[config.mk]
export PLATFORM = sky130hd
export DESIGN_NAME = vga_pixel_fetch
export DESIGN_NICKNAME = d
export VERILOG_FILES = /design/src/rtl/vga_pixel_fetch.sv
export SDC_FILE = /design/constraint.sdc
export NUM_CORES = 1
export LEC_CHECK = 0
export CAP_MARGIN = 20
export CELL_PAD_IN_SITES_DETAIL_PLACEMENT = 0
export CELL_PAD_IN_SITES_GLOBAL_PLACEMENT = 1
export CORE_MARGIN = 4
export CORE_UTILIZATION = 25
export DETAILED_ROUTE_END_ITERATION = 12
export GPL_ROUTABILITY_DRIVEN = 0
export PLACE_DENSITY = 0.53
export SYNTH_ARGS = -nofsm -noshare
export SYNTH_HDL_FRONTEND = slang
export SYNTH_SLANG_ARGS = --single-unit
[constraint.sdc]
create_clock -name Clk -period 3.6 [get_ports Clk]
set_input_delay 1.08 -clock Clk [delete_from_list [all_inputs] [get_ports Clk]]
set_output_delay 1.08 -clock Clk [all_outputs]
set_load 0.1 [all_outputs]
[src/rtl/vga_pixel_fetch.sv]
// 640x480 raster scanner: fetches one 2-bit index per pixel from a double-buffered
// frame buffer, presents it with aligned syncs, and swaps front buffer at vblank start.
module vga_pixel_fetch #(
  parameter int H_ACTIVE = 640,
  parameter int H_FP     = 16,
  parameter int H_SYNC   = 96,
  parameter int H_BP     = 48,
  parameter int V_ACTIVE = 480,
  parameter int V_FP     = 10,
  parameter int V_SYNC   = 2,
  parameter int V_BP     = 33,
  parameter int CLK_DIV  = 2,
  parameter int PIX_W    = 19
) (
  input  logic             Clk,
  input  logic             Reset,
  output logic [PIX_W:0]   fb_addr,
  input  logic [1:0]       fb_rdata,
  input  logic             swap_req,
  output logic             swap_ack,
  output logic             buf_sel,
  output logic [1:0]       color,
  output logic             hs,
  output logic             vs,
  output logic             blank_n,
  output logic             pix_tick
);

  localparam int HT = H_ACTIVE + H_FP + H_SYNC + H_BP;
  localparam int VT = V_ACTIVE + V_FP + V_SYNC + V_BP;
  localparam int HW = $clog2(HT);
  localparam int VW = $clog2(VT);
  localparam int DW = $clog2(CLK_DIV);

  localparam logic [DW-1:0]    DIV_LAST = DW'(CLK_DIV - 1);
  localparam logic [DW-1:0]    DIV_ONE  = DW'(1);
  localparam logic [HW-1:0]    H_LAST   = HW'(HT - 1);
  localparam logic [HW-1:0]    H_ACT    = HW'(H_ACTIVE);
  localparam logic [HW-1:0]    HS_BEG   = HW'(H_ACTIVE + H_FP);
  localparam logic [HW-1:0]    HS_END   = HW'(H_ACTIVE + H_FP + H_SYNC);
  localparam logic [HW-1:0]    H_ONE    = HW'(1);
  localparam logic [VW-1:0]    V_LAST   = VW'(VT - 1);
  localparam logic [VW-1:0]    V_ACT    = VW'(V_ACTIVE);
  localparam logic [VW-1:0]    V_PRE_BL = VW'(V_ACTIVE - 1);
  localparam logic [VW-1:0]    VS_BEG   = VW'(V_ACTIVE + V_FP);
  localparam logic [VW-1:0]    VS_END   = VW'(V_ACTIVE + V_FP + V_SYNC);
  localparam logic [VW-1:0]    V_ONE    = VW'(1);
  localparam logic [PIX_W-1:0] ADDR_ONE = PIX_W'(1);

  logic [DW-1:0]    div_q, div_d;
  logic [HW-1:0]    hc_q, hc_d;
  logic [VW-1:0]    vc_q, vc_d;
  logic [PIX_W-1:0] pix_addr_q, pix_addr_d;
  logic             buf_sel_q, buf_sel_d;
  logic             pending_q, pending_d;
  logic             swap_ack_q, swap_ack_d;
  logic [1:0]       color_q, color_d;
  logic             hs_q, hs_d;
  logic             vs_q, vs_d;
  logic             blank_n_q, blank_n_d;

  logic tick;
  logic active;
  logic hs_raw;
  logic vs_raw;
  logic h_wrap;
  logic v_wrap;
  logic swap_evt;

  // Reset gates the tick so no raster step or output update slips through on a reset cycle.
  always_comb begin
    tick     = (div_q == DIV_LAST) && !Reset;
    active   = (hc_q < H_ACT) && (vc_q < V_ACT);
    hs_raw   = !((hc_q >= HS_BEG) && (hc_q < HS_END));
    vs_raw   = !((vc_q >= VS_BEG) && (vc_q < VS_END));
    h_wrap   = (hc_q == H_LAST);
    v_wrap   = (vc_q == V_LAST);
    swap_evt = tick && h_wrap && (vc_q == V_PRE_BL) && (pending_q || swap_req);
  end

  always_comb begin
    div_d      = (div_q == DIV_LAST) ? '0 : div_q + DIV_ONE;
    hc_d       = hc_q;
    vc_d       = vc_q;
    pix_addr_d = pix_addr_q;
    color_d    = color_q;
    hs_d       = hs_q;
    vs_d       = vs_q;
    blank_n_d  = blank_n_q;
    if (tick) begin
      hc_d = h_wrap ? '0 : hc_q + H_ONE;
      if (h_wrap) begin
        vc_d = v_wrap ? '0 : vc_q + V_ONE;
      end
      // Linear address without a multiplier: count active pixels, clear at frame wrap.
      if (h_wrap && v_wrap) begin
        pix_addr_d = '0;
      end else if (active) begin
        pix_addr_d = pix_addr_q + ADDR_ONE;
      end
      // RAM data for the position being left arrived one Clk after its address settled.
      color_d   = active ? fb_rdata : 2'b00;
      hs_d      = hs_raw;
      vs_d      = vs_raw;
      blank_n_d = active;
    end
  end

  always_comb begin
    buf_sel_d  = buf_sel_q ^ swap_evt;
    swap_ack_d = swap_evt;
    pending_d  = swap_evt ? 1'b0 : (pending_q || swap_req);
  end

  always_ff @(posedge Clk) begin
    if (Reset) begin
      div_q      <= '0;
      hc_q       <= '0;
      vc_q       <= '0;
      pix_addr_q <= '0;
      buf_sel_q  <= 1'b0;
      pending_q  <= 1'b0;
      swap_ack_q <= 1'b0;
      color_q    <= 2'b00;
      hs_q       <= 1'b1;
      vs_q       <= 1'b1;
      blank_n_q  <= 1'b0;
    end else begin
      div_q      <= div_d;
      hc_q       <= hc_d;
      vc_q       <= vc_d;
      pix_addr_q <= pix_addr_d;
      buf_sel_q  <= buf_sel_d;
      pending_q  <= pending_d;
      swap_ack_q <= swap_ack_d;
      color_q    <= color_d;
      hs_q       <= hs_d;
      vs_q       <= vs_d;
      blank_n_q  <= blank_n_d;
    end
  end

  assign fb_addr  = {buf_sel_q, pix_addr_q};
  assign buf_sel  = buf_sel_q;
  assign swap_ack = swap_ack_q;
  assign color    = color_q;
  assign hs       = hs_q;
  assign vs       = vs_q;
  assign blank_n  = blank_n_q;
  assign pix_tick = tick;

endmodule

* After elaboration in Yosys (flattened, before gate mapping) *
Index checks and enable logic that the tools add are counted.

storage, ports and cells
  register bits = 48
  output and inout bits = 28

operators by class
  $add $sub $neg = 4
  magnitude comparators = 6
  eq/ne operators = 3
  mux-type cells = 5
  bitwise gates (word level) = 1
  reduce and logical (&&, ||, !) cells = 17

operators with widths
  kind                                                          number
  two-way mux 19 bit                                            2
  adder 10 x 1 -> 10 bit (second input constant)                2
  equality test 10 bit (second input constant)                  2
  less-than comparator 10 bit (second input constant)           2
  less-than comparator 10 x 9 -> 1 bit (second input constant)  2
  two-way mux 10 bit                                            2
  adder 19 x 1 -> 19 bit (second input constant)                1
  equality test 10 x 9 -> 1 bit (second input constant)         1
  >= comparator 10 bit (second input constant)                  1
  >= comparator 10 x 9 -> 1 bit (second input constant)         1
  logical AND 1 bit                                             8
  AND reduction 2 bit                                           2
  OR reduction 2 bit                                            2
  logical NOT 1 bit                                             3
  two-way mux 2 bit                                             1
  nonzero test 2 bit                                            1
  adder 1 bit (second input constant)                           1
  logical OR 1 bit                                              1
  XOR 1 bit                                                     1

* Longest topological paths before layout *
  depth after elaboration = 6
  mapped depth = 7
  depth with buffers taken out = 6

* Worst setup path before layout *
Ideal clock, no wire load.

  path kind = in2out
  start point = input port Reset
  end point = output port pix_tick
  arrival time = 1,635 ps
  setup slack = 885 ps
  stages on the path = 2
  path through = nor2b_1 buf_2

on the way
  longest elaborated chain between the ends = 2

ends and longest elaborated chain
  what               line  source
  start, declared    16    input logic Reset,
  logical NOT 1 bit  72    tick = (div_q == DIV_LAST) && !Reset;
  logical AND 1 bit  72
  end, declared      26    output logic pix_tick

Every way passes these cells.

* Worst setup path after layout *
Ends and elaborated chain as after synthesis.

==> reports/summary.txt <==
Start point of the critical path = Reset
Most frequent cells in the layout = dfxtp_1 (48), buf_4 (31), a21oi_1 (22), nand3_1 (19), nor2_1 (16)
Max incr delay on CP = 0.57 ns
Clock slew at reported path FFs = 0.09 ns
Max stage delay cell, worst path = clkdlybuf4s50_1
First-pass iteration count of the detailed router = 4
Final setup TNS = 0 ns
Final period util = 0.907
Pleak = 0.934 nW
Final HPWL DP = 4090 µm
Worst Tran Pin Value = 0.464 ns
Commonest non-fill, non-tap cell in the layout = dfxtp_1
Final Hold Viols = 0
PwrDens = 336 mW/mm²
Seq/Total Area, Yosys = 0.406
Max-Cap Viols = 0
Met3 usage in global routing = 0.0239
Worst Path Arrival = 2.19 ns
Count of different cell masters after synthesis = 46
Clock sink total = 48
Pins Over Slew Limit = 0
R2R Path Start = div_q$_SDFF_PP0_
Via density = 4.91
Period minus WS final = 3.27 ns
Final setup viols = 0
CP Max Fanout = 8
DRC viols = 0
Area of the core = 0.00924 mm²
Worst hold start = blank_n$_SDFFE_PP0N_
Total wire length = 5800 µm
Syn. warnings = 0
Synth area leader = dfxtp_1
CTS Hold Buffers Added = 0
Rows = 35
Status = finished, final reports clean
H-tree lvl count = 2
Syn Std Cell Area = 0.00237 mm²
Die Y = 105 µm
Area grow syn2layout = 20.1%
Worst setup EP type = output pin
Net Count, Synth = 272
Worst slew margin = 0.690
Worst-skew pair later-pin latency = 0.30 ns
CP Cell Sequence = clkdlybuf4s50_1, nor2b_1, buf_12
HP Class = flop to flop
Final core area utilization = 0.308
Initial core utilization = 0.256
Clock Path Buffers = 2
Buf/Inv on CP = 2
Skew final = 0.00835 ns
Buffers on Ports = 32
Layout cells sized above 1 = 0.191
EDFF count, synth = 0
Die Area = 0.0111 mm²
Die X = 105 µm
CTS Buf Count = 5
Antenna violations before repair = 0
IO Pins = 33
Syn Inst Count = 262
Met1 Usage GRT = 0.137
Worst Path Class, Setup = input pin to output pin
Largest net degree at the start of global routing = 27
Final std cells w/o fill = 422
Via count = 2074
Fin nets = 302
All-Layer GR Usage = 0.107
Setup crit start kind = input pin
CTS resizes = 0
FILL cells = 1003
Diodes inserted = 0
Average wire per standard cell = 13.8 µm
Peak VDD IR = 0.217 mV
Global route total overflow = 0
Met2 Use GR = 0.182
Mean post-synth cell area = 9.04 µm²
Most used DFF post-synth = dfxtp_1
Max Clk Rate = 306 MHz
Number of synthesized register bits = 48
Most Crowded Layer GR = met2
Setup bufs post-CTS = 0
Synth top area share = 0.406
Share of async-settable or async-resettable flops after synthesis = 0
Root Driver = clkbuf_8
CTS tree = yes
ANT nets after route = 0
Placed cell count = 414
RSZ-0062 raised after global routing = false
Vias in the first global route = 2021
First-pass GRT wire length = 9930 µm
Crit path max-delay family = buffers and inverters
First DRT Iteration DRCs = 101
Largest cells by area after synthesis = dfxtp_1 (41%), o31ai_1 (4.8%), a21oi_1 (4.6%), nand3_1 (4.0%), or4_1 (3.5%)
Worst EP required = 2.52 ns
==> tightest hold or removal path, cell delays in order, from the launching register on <==
cell and delay [ns]:
dfxtp_1 0.34, nand2_1 0.06, nand2_1 0.04
==> report_power, final <==
| part | leakage (nW) | total, W | internal, W | switching, W |
|---|---|---|---|---|
| clock network | 0.0445 | 0.000338 | 0.000157 | 0.000181 |
| logic | 0.501 | 0.0000729 | 0.0000214 | 0.0000515 |
| registers | 0.388 | 0.000546 | 0.000537 | 0.00000871 |
| total | 0.934 | 0.000956 | 0.000715 | 0.000241 |
==> cell type report <==
cell class | instances | area, µm² | share of cell area
multi-input combinational | 193 | 1310 | 0.459
sequential | 48 | 961 | 0.338
timing repair buffer | 36 | 293 | 0.103
tap | 129 | 161 | 0.0568
clock buffer | 7 | 86.3 | 0.0304
inverter | 8 | 30.0 | 0.0106
clock inverter | 1 | 7.51 | 0.00264
==> cells in the mapped netlist (2+ instances only) <==
library cell,instances
or4_4,4
mux2i_1,2
and4_1,5
a21oi_1,22
inv_1,8
o21ai_0,10
buf_2,4
clkbuf_1,6
a31oi_1,2
xor2_1,7
nand2b_1,6
dfxtp_1,48
nor2_1,16
xnor2_1,4
o31ai_1,15
nor3_1,4
buf_6,2
nand3_1,19
and3_1,5
and2_1,2
ha_1,5
nand2_1,10
a22o_1,2
or4_1,11
a21oi_2,4
nand4_1,12
or3_1,8
==> registers in the layout, summed over array words and instances, names as in the netlist <==
signal,flops
blank_n,1
buf_sel,1
color,2
div_q,1
hc_q,10
hs,1
pending_q,1
pix_addr_q,19
swap_ack,1
vc_q,10
vs,1
==> cell families (layout without fill, tap and decap cells) <==
logic type	after synthesis	count (layout)	share of synthesized area
AOI/OAI and AO/OA	58	58	0.154
adders and majority gates	5	5	0.0264
muxes	2	2	0.00845
and+or+nand+nor	117	117	0.321
buffers and inverters	21	52	0.0433
xor gates and xnor gates	11	11	0.0407
DFF	48	48	0.406
==> routing by layer <==
metal  wire [µm]  up-vias
li1            -     1043
met1        2830     1006
met2        2760       23
met3         183        2
met4          25        0
met5           0        -
==> per-stage QoR <==
step	setup slack, ns	total power (W)	hold WS [ns]	instance area [µm²]
2_1_floorplan	0.885	0.000608	0.457	2370
3_3_place_gp	0.346	0.000632	0.459	2750
3_5_place_dp	0.337	0.000632	0.462	2750
4_1_cts	0.322	0.000978	0.478	2840
5_1_grt	0.260	0.00101	0.498	2840
6_report	0.333	0.000956	0.470	2840
==> final timing paths <==
check / end / slack [ns] / cells past startpoint
max reg2reg: pix_addr_q[15]$_SDFFE_PP0P_ / 1.44 / 4
min: blank_n$_SDFFE_PP0N_ / 0.47 / 2
max: pix_tick / 0.33 / 3
min reg2reg: blank_n$_SDFFE_PP0N_ / 0.47 / 2
(Power assumes the default switching activity.)
